### config.mk
export PLATFORM = sky130hd
export DESIGN_NAME = stopwatch_cu
export DESIGN_NICKNAME = d
export VERILOG_FILES = /design/src/rtl/stopwatch_pkg.sv /design/src/rtl/btn_debounce.sv /design/src/rtl/stopwatch_cu.sv
export SDC_FILE = /design/constraint.sdc
export NUM_CORES = 1
export LEC_CHECK = 0
export ABC_AREA = 1
export CAP_MARGIN = 20
export CORE_MARGIN = 3
export CORE_UTILIZATION = 45
export CTS_CLUSTER_SIZE = 10
export DETAILED_ROUTE_END_ITERATION = 7
export MAX_ROUTING_LAYER = met4
export SETUP_SLACK_MARGIN = 0.2
export SKIP_CTS_REPAIR_TIMING = 1
export SLEW_MARGIN = 20
export SYNTH_ARGS = -nofsm -noshare
export SYNTH_HDL_FRONTEND = slang
export SYNTH_SLANG_ARGS = --single-unit
### constraint.sdc
create_clock -name clk -period 2.5 [get_ports clk]
set_input_delay 0.5 -clock clk [delete_from_list [all_inputs] [get_ports clk]]
set_output_delay 0.5 -clock clk [all_outputs]
set_load 0.005 [all_outputs]
### src/rtl/stopwatch_pkg.sv
// rtl/stopwatch_pkg.sv - shared state encoding and constants for the stopwatch control unit
//
// Purpose : Holds the state typedef, the state width, the default debounce
//           length, and the next-state function used by stopwatch_cu.
// Contents: STATE_W, DEBOUNCE_CYC_DEFAULT, sw_state_t (ST_STOP/ST_RUN/ST_CLEAR),
//           next_state().
package stopwatch_pkg;

   localparam int STATE_W              = 2;
   localparam int DEBOUNCE_CYC_DEFAULT = 100_000;

   typedef enum logic [STATE_W-1:0] {
      ST_STOP  = 2'b00,
      ST_RUN   = 2'b01,
      ST_CLEAR = 2'b10
   } sw_state_t;

   // Clear wins over run/stop when both pulses arrive together in STOP.
   // In RUN a clear pulse never changes state; the lap option only toggles a flag.
   // The unused 2'b11 code falls into default and recovers to STOP.
   function automatic sw_state_t next_state(input sw_state_t cur,
                                            input logic      run_p,
                                            input logic      clr_p);
      sw_state_t nxt;
      nxt = ST_STOP;
      case (cur)
         ST_STOP: begin
            if (clr_p)      nxt = ST_CLEAR;
            else if (run_p) nxt = ST_RUN;
            else            nxt = ST_STOP;
         end
         ST_RUN:   nxt = run_p ? ST_STOP : ST_RUN;
         ST_CLEAR: nxt = ST_STOP;
         default:  nxt = ST_STOP;
      endcase
      return nxt;
   endfunction

endpackage

### src/rtl/btn_debounce.sv
// rtl/btn_debounce.sv - button synchronizer, debounce counter and rising-edge pulse
//
// Purpose : Brings a raw asynchronous button into the clk domain, accepts a
//           level change only after DEBOUNCE_CYC consecutive differing samples,
//           and emits a one-cycle pulse on each accepted press.
// Ports   : clk   - system clock
//           reset - asynchronous, active-high reset
//           btn   - raw button level
//           pulse - registered one-cycle pulse per accepted rising level
module btn_debounce #(
   parameter int DEBOUNCE_CYC = 100_000
) (
   input  logic clk,
   input  logic reset,
   input  logic btn,
   output logic pulse
);

   localparam int                CNT_W    = $clog2(DEBOUNCE_CYC + 1);
   localparam logic [CNT_W-1:0] CNT_LAST = CNT_W'(DEBOUNCE_CYC - 1);

   logic             s1;
   logic             s2;
   logic             db_level;
   logic             db_prev;
   logic [CNT_W-1:0] cnt;

   always_ff @(posedge clk or posedge reset) begin
      if (reset) begin
         s1       <= 1'b0;
         s2       <= 1'b0;
         db_level <= 1'b0;
         db_prev  <= 1'b0;
         cnt      <= '0;
         pulse    <= 1'b0;
      end else begin
         s1 <= btn;
         s2 <= s1;

         // Any sample that agrees with the accepted level restarts the count,
         // so only an unbroken run of DEBOUNCE_CYC differing samples flips it.
         if (s2 == db_level) begin
            cnt <= '0;
         end else if (cnt == CNT_LAST) begin
            db_level <= s2;
            cnt      <= '0;
         end else begin
            cnt <= cnt + CNT_W'(1);
         end

         db_prev <= db_level;
         pulse   <= db_level & ~db_prev;
      end
   end

endmodule

### src/rtl/stopwatch_cu.sv
// rtl/stopwatch_cu.sv - stopwatch control unit: debounced buttons and STOP/RUN/CLEAR FSM
//
// Purpose : Turns raw board buttons into single-cycle commands, sequences the
//           stopwatch counter and passes a synchronized display select through.
// Options : STOPWATCH_LAP_EN - when defined, a clear press in RUN toggles o_lap.
// Ports   : clk, reset             - clock, asynchronous active-high reset
//           btnL_RunStop           - raw run/stop button
//           btnR_Clear             - raw clear button
//           sw0                    - raw display-mode switch
//           o_run                  - counter run enable (state == RUN)
//           o_clear                - counter clear strobe (state == CLEAR)
//           o_disp_sel             - sw0 after a 2-FF synchronizer
//           o_lap                  - display-freeze flag
//           o_state                - current state encoding
module stopwatch_cu
   import stopwatch_pkg::*;
#(
   parameter int DEBOUNCE_CYC = DEBOUNCE_CYC_DEFAULT
) (
   input  logic               clk,
   input  logic               reset,
   input  logic               btnL_RunStop,
   input  logic               btnR_Clear,
   input  logic               sw0,
   output logic               o_run,
   output logic               o_clear,
   output logic               o_disp_sel,
   output logic               o_lap,
   output logic [STATE_W-1:0] o_state
);

   logic      run_pulse;
   logic      clr_pulse;
   logic      sw_s1;
   sw_state_t state;
   sw_state_t state_nxt;

   btn_debounce #(.DEBOUNCE_CYC(DEBOUNCE_CYC)) u_db_run (
      .clk   (clk),
      .reset (reset),
      .btn   (btnL_RunStop),
      .pulse (run_pulse)
   );

   btn_debounce #(.DEBOUNCE_CYC(DEBOUNCE_CYC)) u_db_clr (
      .clk   (clk),
      .reset (reset),
      .btn   (btnR_Clear),
      .pulse (clr_pulse)
   );

   // Display select is a level switch, so a plain synchronizer is enough.
   always_ff @(posedge clk or posedge reset) begin
      if (reset) begin
         sw_s1      <= 1'b0;
         o_disp_sel <= 1'b0;
      end else begin
         sw_s1      <= sw0;
         o_disp_sel <= sw_s1;
      end
   end

   assign state_nxt = next_state(state, run_pulse, clr_pulse);
   assign o_state   = state;

   // Outputs are registered from the same next-state value as the state
   // register, so they always equal a decode of the current state.
   always_ff @(posedge clk or posedge reset) begin
      if (reset) begin
         state   <= ST_STOP;
         o_run   <= 1'b0;
         o_clear <= 1'b0;
`ifdef STOPWATCH_LAP_EN
         o_lap   <= 1'b0;
`endif
      end else begin
         state   <= state_nxt;
         o_run   <= (state_nxt == ST_RUN);
         o_clear <= (state_nxt == ST_CLEAR);
`ifdef STOPWATCH_LAP_EN
         if (state_nxt != ST_RUN)
            o_lap <= 1'b0;
         else if (state == ST_RUN && clr_pulse)
            o_lap <= ~o_lap;
`endif
      end
   end

`ifndef STOPWATCH_LAP_EN
   assign o_lap = 1'b0;
`endif

endmodule

Word level (Yosys, flattened, before mapping)

Index checks and enable logic that the tools add are counted.

Flip-flop bits (word level): 50
Input bits: 5
Output and inout bits: 6

Equal/unequal tests: 7
Add/sub/neg operators: 2
Mux-type cells: 8
Bitwise logic cells: 6
Reductions and logical operators: 3

Operator list:

| kind                  | number |
|---|---|
| $mux 17               | 4 |
| $add 17x1->17 const B | 2 |
| $eq 17x17->1 const B  | 2 |
| $eq 2x1->1 const B    | 2 |
| $not 1->1             | 4 |
| $pmux 2 s2            | 1 |
| $reduce_and 2->1      | 2 |
| $and 1x1->1           | 2 |
| $eq 1x1->1            | 2 |
| $eq 2x2->1 const B    | 1 |
| $logic_not 2->1       | 1 |
| $mux 1                | 2 |
| $mux 2                | 1 |

Depth between registers and ports, before layout

Word-level depth: 4
Mapped depth: 9
Gate-level depth less buffers: 9

Cells and area by module

From an unflattened synthesis, not the netlist that was laid out.

Cells, all modules: 318
Area, all modules: 2539.9 sq um

Modules (own cells, without submodules):

| module       | seq. area each (sq um) | area each (sq um) | times used | cells each |
|---|---|---|---|---|
| btn_debounce | 550.5                  | 1164.9            | 2          | 150 |
| stopwatch_cu | 150.1                  | 210.2             | 1          | 18 |

Worst setup path after synthesis

No wires, ideal clock.

Path type: reg-to-reg
Start point: register u_db_run.cnt[0]
End point: register u_db_run.cnt[12]
Period minus slack after synthesis: 1.254 ns
Buffers on the path: 0
Slack: 1.246 ns
Data required time: 2.422 ns
Setup time: 0.078 ns
Arrival time: 1.176 ns
Cell stages (with the launch flop): 9
Cell sequence: dfrtp_1 -> ha_1 -> nand2_1 -> inv_1 -> nand2_1 -> nor2_1 -> nand2_1 -> nand2_2 -> a21oi_1

Cells in the longest elaborated chain, start to end: 3
Elaborated cells between the ends (all ways): 4

Ends and longest elaborated chain:

| item                                                 | line                                   | RTL |
|---|---|---|
| start: declaration                                   | btn_debounce.sv:26                     | `logic [CNT_W-1:0] cnt;` |
| start signal: assignment                             | btn_debounce.sv:48                     | `cnt <= cnt + CNT_W'(1);` |
| $add 17x1->17 / $eq 17x17->1 (equally long branches) | btn_debounce.sv:48, btn_debounce.sv:44 |  |
| $mux 17 *                                            | btn_debounce.sv:44                     | `end else if (cnt == CNT_LAST) begin` |
| $mux 17 *                                            | btn_debounce.sv:42                     | `if (s2 == db_level) begin` |

Every way passes the cells marked *; elsewhere a longest branch is shown, timed or not.
A chain may end at the register's enable or synchronous reset.

Final worst setup path

Start point: register state[0] (netlist: o_state[0])
End point: output port o_state[0]

RTL lines:

| item                     | line               | RTL |
|---|---|---|
| start: declaration       | stopwatch_cu.sv:35 | `sw_state_t state;` |
| start signal: assignment | stopwatch_cu.sv:77 | `state <= state_nxt;` |
| end: declaration         | stopwatch_cu.sv:29 | `output logic [STATE_W-1:0] o_state` |

No word-level cell between the ends.

==> metrics.txt <==
status completed; post-detail-place hpwl 3400 um; die area 0.00637 sq mm; Root Driver clkbuf_8; H-tree depth 2; 1st-pass router iterations 4; sequential fraction of design power 0.632; CP top delay family buffers and inverters; initial DRC count 91; Net Sw Power 0.000281 W; #FFs+latches synth 50; worst-margin pin slew 0.525 ns; IO buf count 9; largest net degree at the start of global routing 28; Final Max Tran Viols 0; Hold WC Path Type reg -> reg; clock power share 0.326; CP Max Fanout 6; Slew HR 0.650; asr flop ratio synth 1.00; Worst Path Buf+Inv 1; Critical Path Slowest Stage Cell clkdlybuf4s50_1; Final Setup Violations 0; Design Area, Final 0.00271 sq mm; Worst-path clk slew 0.08 ns; Post-Synth Adder-Cell Area 0.0102; Sink Count 50; leakage power 1.18 nW; layout cell share with drive strength beyond 1 0.122; largest family of logic cells by synthesized area simple AND/OR/NAND/NOR gates; Synth Area in Simple Gates 0.338; max_cap viols 0; Crit Path Category reg -> out; minimum clock period 1.72 ns; gr busiest metal met1; initial antenna violation count 0; Critical Path Sink Type output port; wire per inst 11.7 um; Mapped Avg Cell Area 8.09 sq um; CP max stage delay 0.52 ns; Post-Layout Cell Count 390; met3 Usage GRT 0.0350; total grt overflow 0; Setup Skew 0.0101 ns; Final ANT Viol Nets 0; Core ar. 0.00517 sq mm; post-synthesis sequential area ratio 0.510; Final Util 0.524; YS warnings 0; Sw Ratio 0.214; Residual DRC 0; Setup crit start kind flop; Initial Util 0.474; # diodes 0; PD cells 484 mW/mm^2; CP arrival 1.22 ns; combinational cell fraction of total power 0.042; post-synth cell types 24; Fin Setup TNS 0 ns; internal power 0.00103 W; final net count 327; vias in the first global route 1771; Post-Syn Area 0.00245 sq mm; worst path required time 2.00 ns; die height 79.8 um; GPL Wtd Cong 0.832; unrepaired setup endpoints after global routing false; CTS Buf Count 5; final worst path period share 0.690; CTS tree done; Vias per Instance 4.77; Layout area overhead 10.7%; overall routing resource usage 0.169; met2 Track Usage GR 0.234; Max clock buf depth 2; Die X 79.8 um; crit path cell chain clkdlybuf4s50_1; peak supply drop 385 uV; clk_lat worst skew 0.29 ns; XOR/XNOR Fraction of Synth Area 0.0459; Peak Freq 580 MHz; first-pass GRT wire length 8170 um; Fin. Hold Viols 0; final wirelength 4570 um; Cells after DPL 383; Fillers 480; placed cell areas 0.00264 sq mm; IO Count 11; met1 GRT Util 0.250; syn_nets 310; routed via count 1859; number of synthesized flops with an enable pin 0; Compound-Gate Fraction of Synth Area 0.0306; post-synthesis cell count 303; Synth Flop Type dfrtp_1; mux share of post-synthesis cell area 0; row count 26
cell usage after synthesis, types with 3 or more instances:
library cell  number  area, sq um
inv_1             34          128
dfrtp_1           50         1250
a21oi_1            4         20.0
xor2_1             9         78.8
nand2_1           61          229
nor3_1             7         35.0
nor2_4             3         33.8
o21ai_1            4         20.0
nor2_2             8         50.1
nand4_1            8         50.1
nand3_1           16         80.1
inv_2              5         18.8
nand2_2           13         81.3
nor2_1            67          251
per-layer routing:
metal,up-vias,part of all wire,routed length [um]
met3,2,0.052,236
met4,0,0.0066,30
li1,964,-,-
met1,850,0.51,2320
met5,-,0,0
met2,43,0.43,1980
power by group through the flow:
| stage | Combinational [W] | Sequential [W] | Clock (W) |
|---|---|---|---|
| detailed placement | 0.0000571 | 0.000846 | 0 |
| finish | 0.0000550 | 0.000830 | 0.000428 |
| global placement | 0.0000565 | 0.000846 | 0 |
| CTS | 0.0000575 | 0.000830 | 0.000447 |
| global route | 0.0000654 | 0.000833 | 0.000486 |
| floorplan | 0.0000355 | 0.000844 | 0 |
registers in the layout (all words and copies together) (netlist names):
name and count:
o_state 2, u_db_run.db_level 1, o_disp_sel 1, u_db_clr.cnt 17, u_db_run.s1 1, u_db_run.s2 1
u_db_run.db_prev 1, u_db_clr.s1 1, sw_s1 1, u_db_clr.s2 1, u_db_clr.db_prev 1, o_run 1
u_db_clr.pulse 1, u_db_clr.db_level 1, u_db_run.cnt 17, u_db_run.pulse 1, o_clear 1
final cells by class:
cell class | instances | area, sq um | area share
multi-input cells | 213 | 1050 | 0.386
clock buffers | 7 | 76.3 | 0.0281
well taps | 70 | 87.6 | 0.0323
inverters | 39 | 146 | 0.0540
repair buffers | 11 | 105 | 0.0387
flip-flops and latches | 50 | 1250 | 0.461
final timing paths:
kind / from / to / slack [ns] / cells past startpoint
setup / recovery: o_state[0]$_DFF_PP0_ / o_state[0] / 0.78 / 1
max in group asynchronous: reset / u_db_clr.cnt[10]$_DFF_PP0_ / 1.35 / 3
hold reg to reg: sw_s1$_DFF_PP0_ / o_disp_sel$_DFF_PP0_ / 0.36 / 0
min in group asynchronous: reset / u_db_run.db_prev$_DFF_PP0_ / 0.57 / 2
setup reg to reg: u_db_clr.cnt[0]$_DFF_PP0_ / u_db_clr.cnt[14]$_DFF_PP0_ / 1.05 / 8
hold / removal: sw_s1$_DFF_PP0_ / o_disp_sel$_DFF_PP0_ / 0.36 / 0
per-stage QoR:
step	power (W)	setup WS [ns]	hold slack (ns)
3_3_place_gp	0.000903	0.980	0.337
4_1_cts	0.00134	0.757	0.364
6_report	0.00131	0.776	0.361
5_1_grt	0.00138	0.697	0.378
2_1_floorplan	0.000880	0.799	0.331
3_5_place_dp	0.000903	0.973	0.335
logic make-up (layout without fill, tap and decap cells):
group	count (synthesis)	after routing
flops	50	50
xor+xnor	12	12
other cells	1	1
simple gates	185	185
buf+inv	40	57
fa+ha+maj	2	2
compound gates	13	13
cell usage in the layout, fill, tap and decap left out, drive strengths merged, types with 4 or more instances in the layout:
cell type	count
nor3	7
nand4	8
o21ai	5
clkbuf	7
inv	39
nand3	16
nor2	78
a21oi	4
dfrtp	50
xor2	10
nand2	75
clkdlybuf4s50	9
No activity file was read; power rests on OpenSTA's default activity.
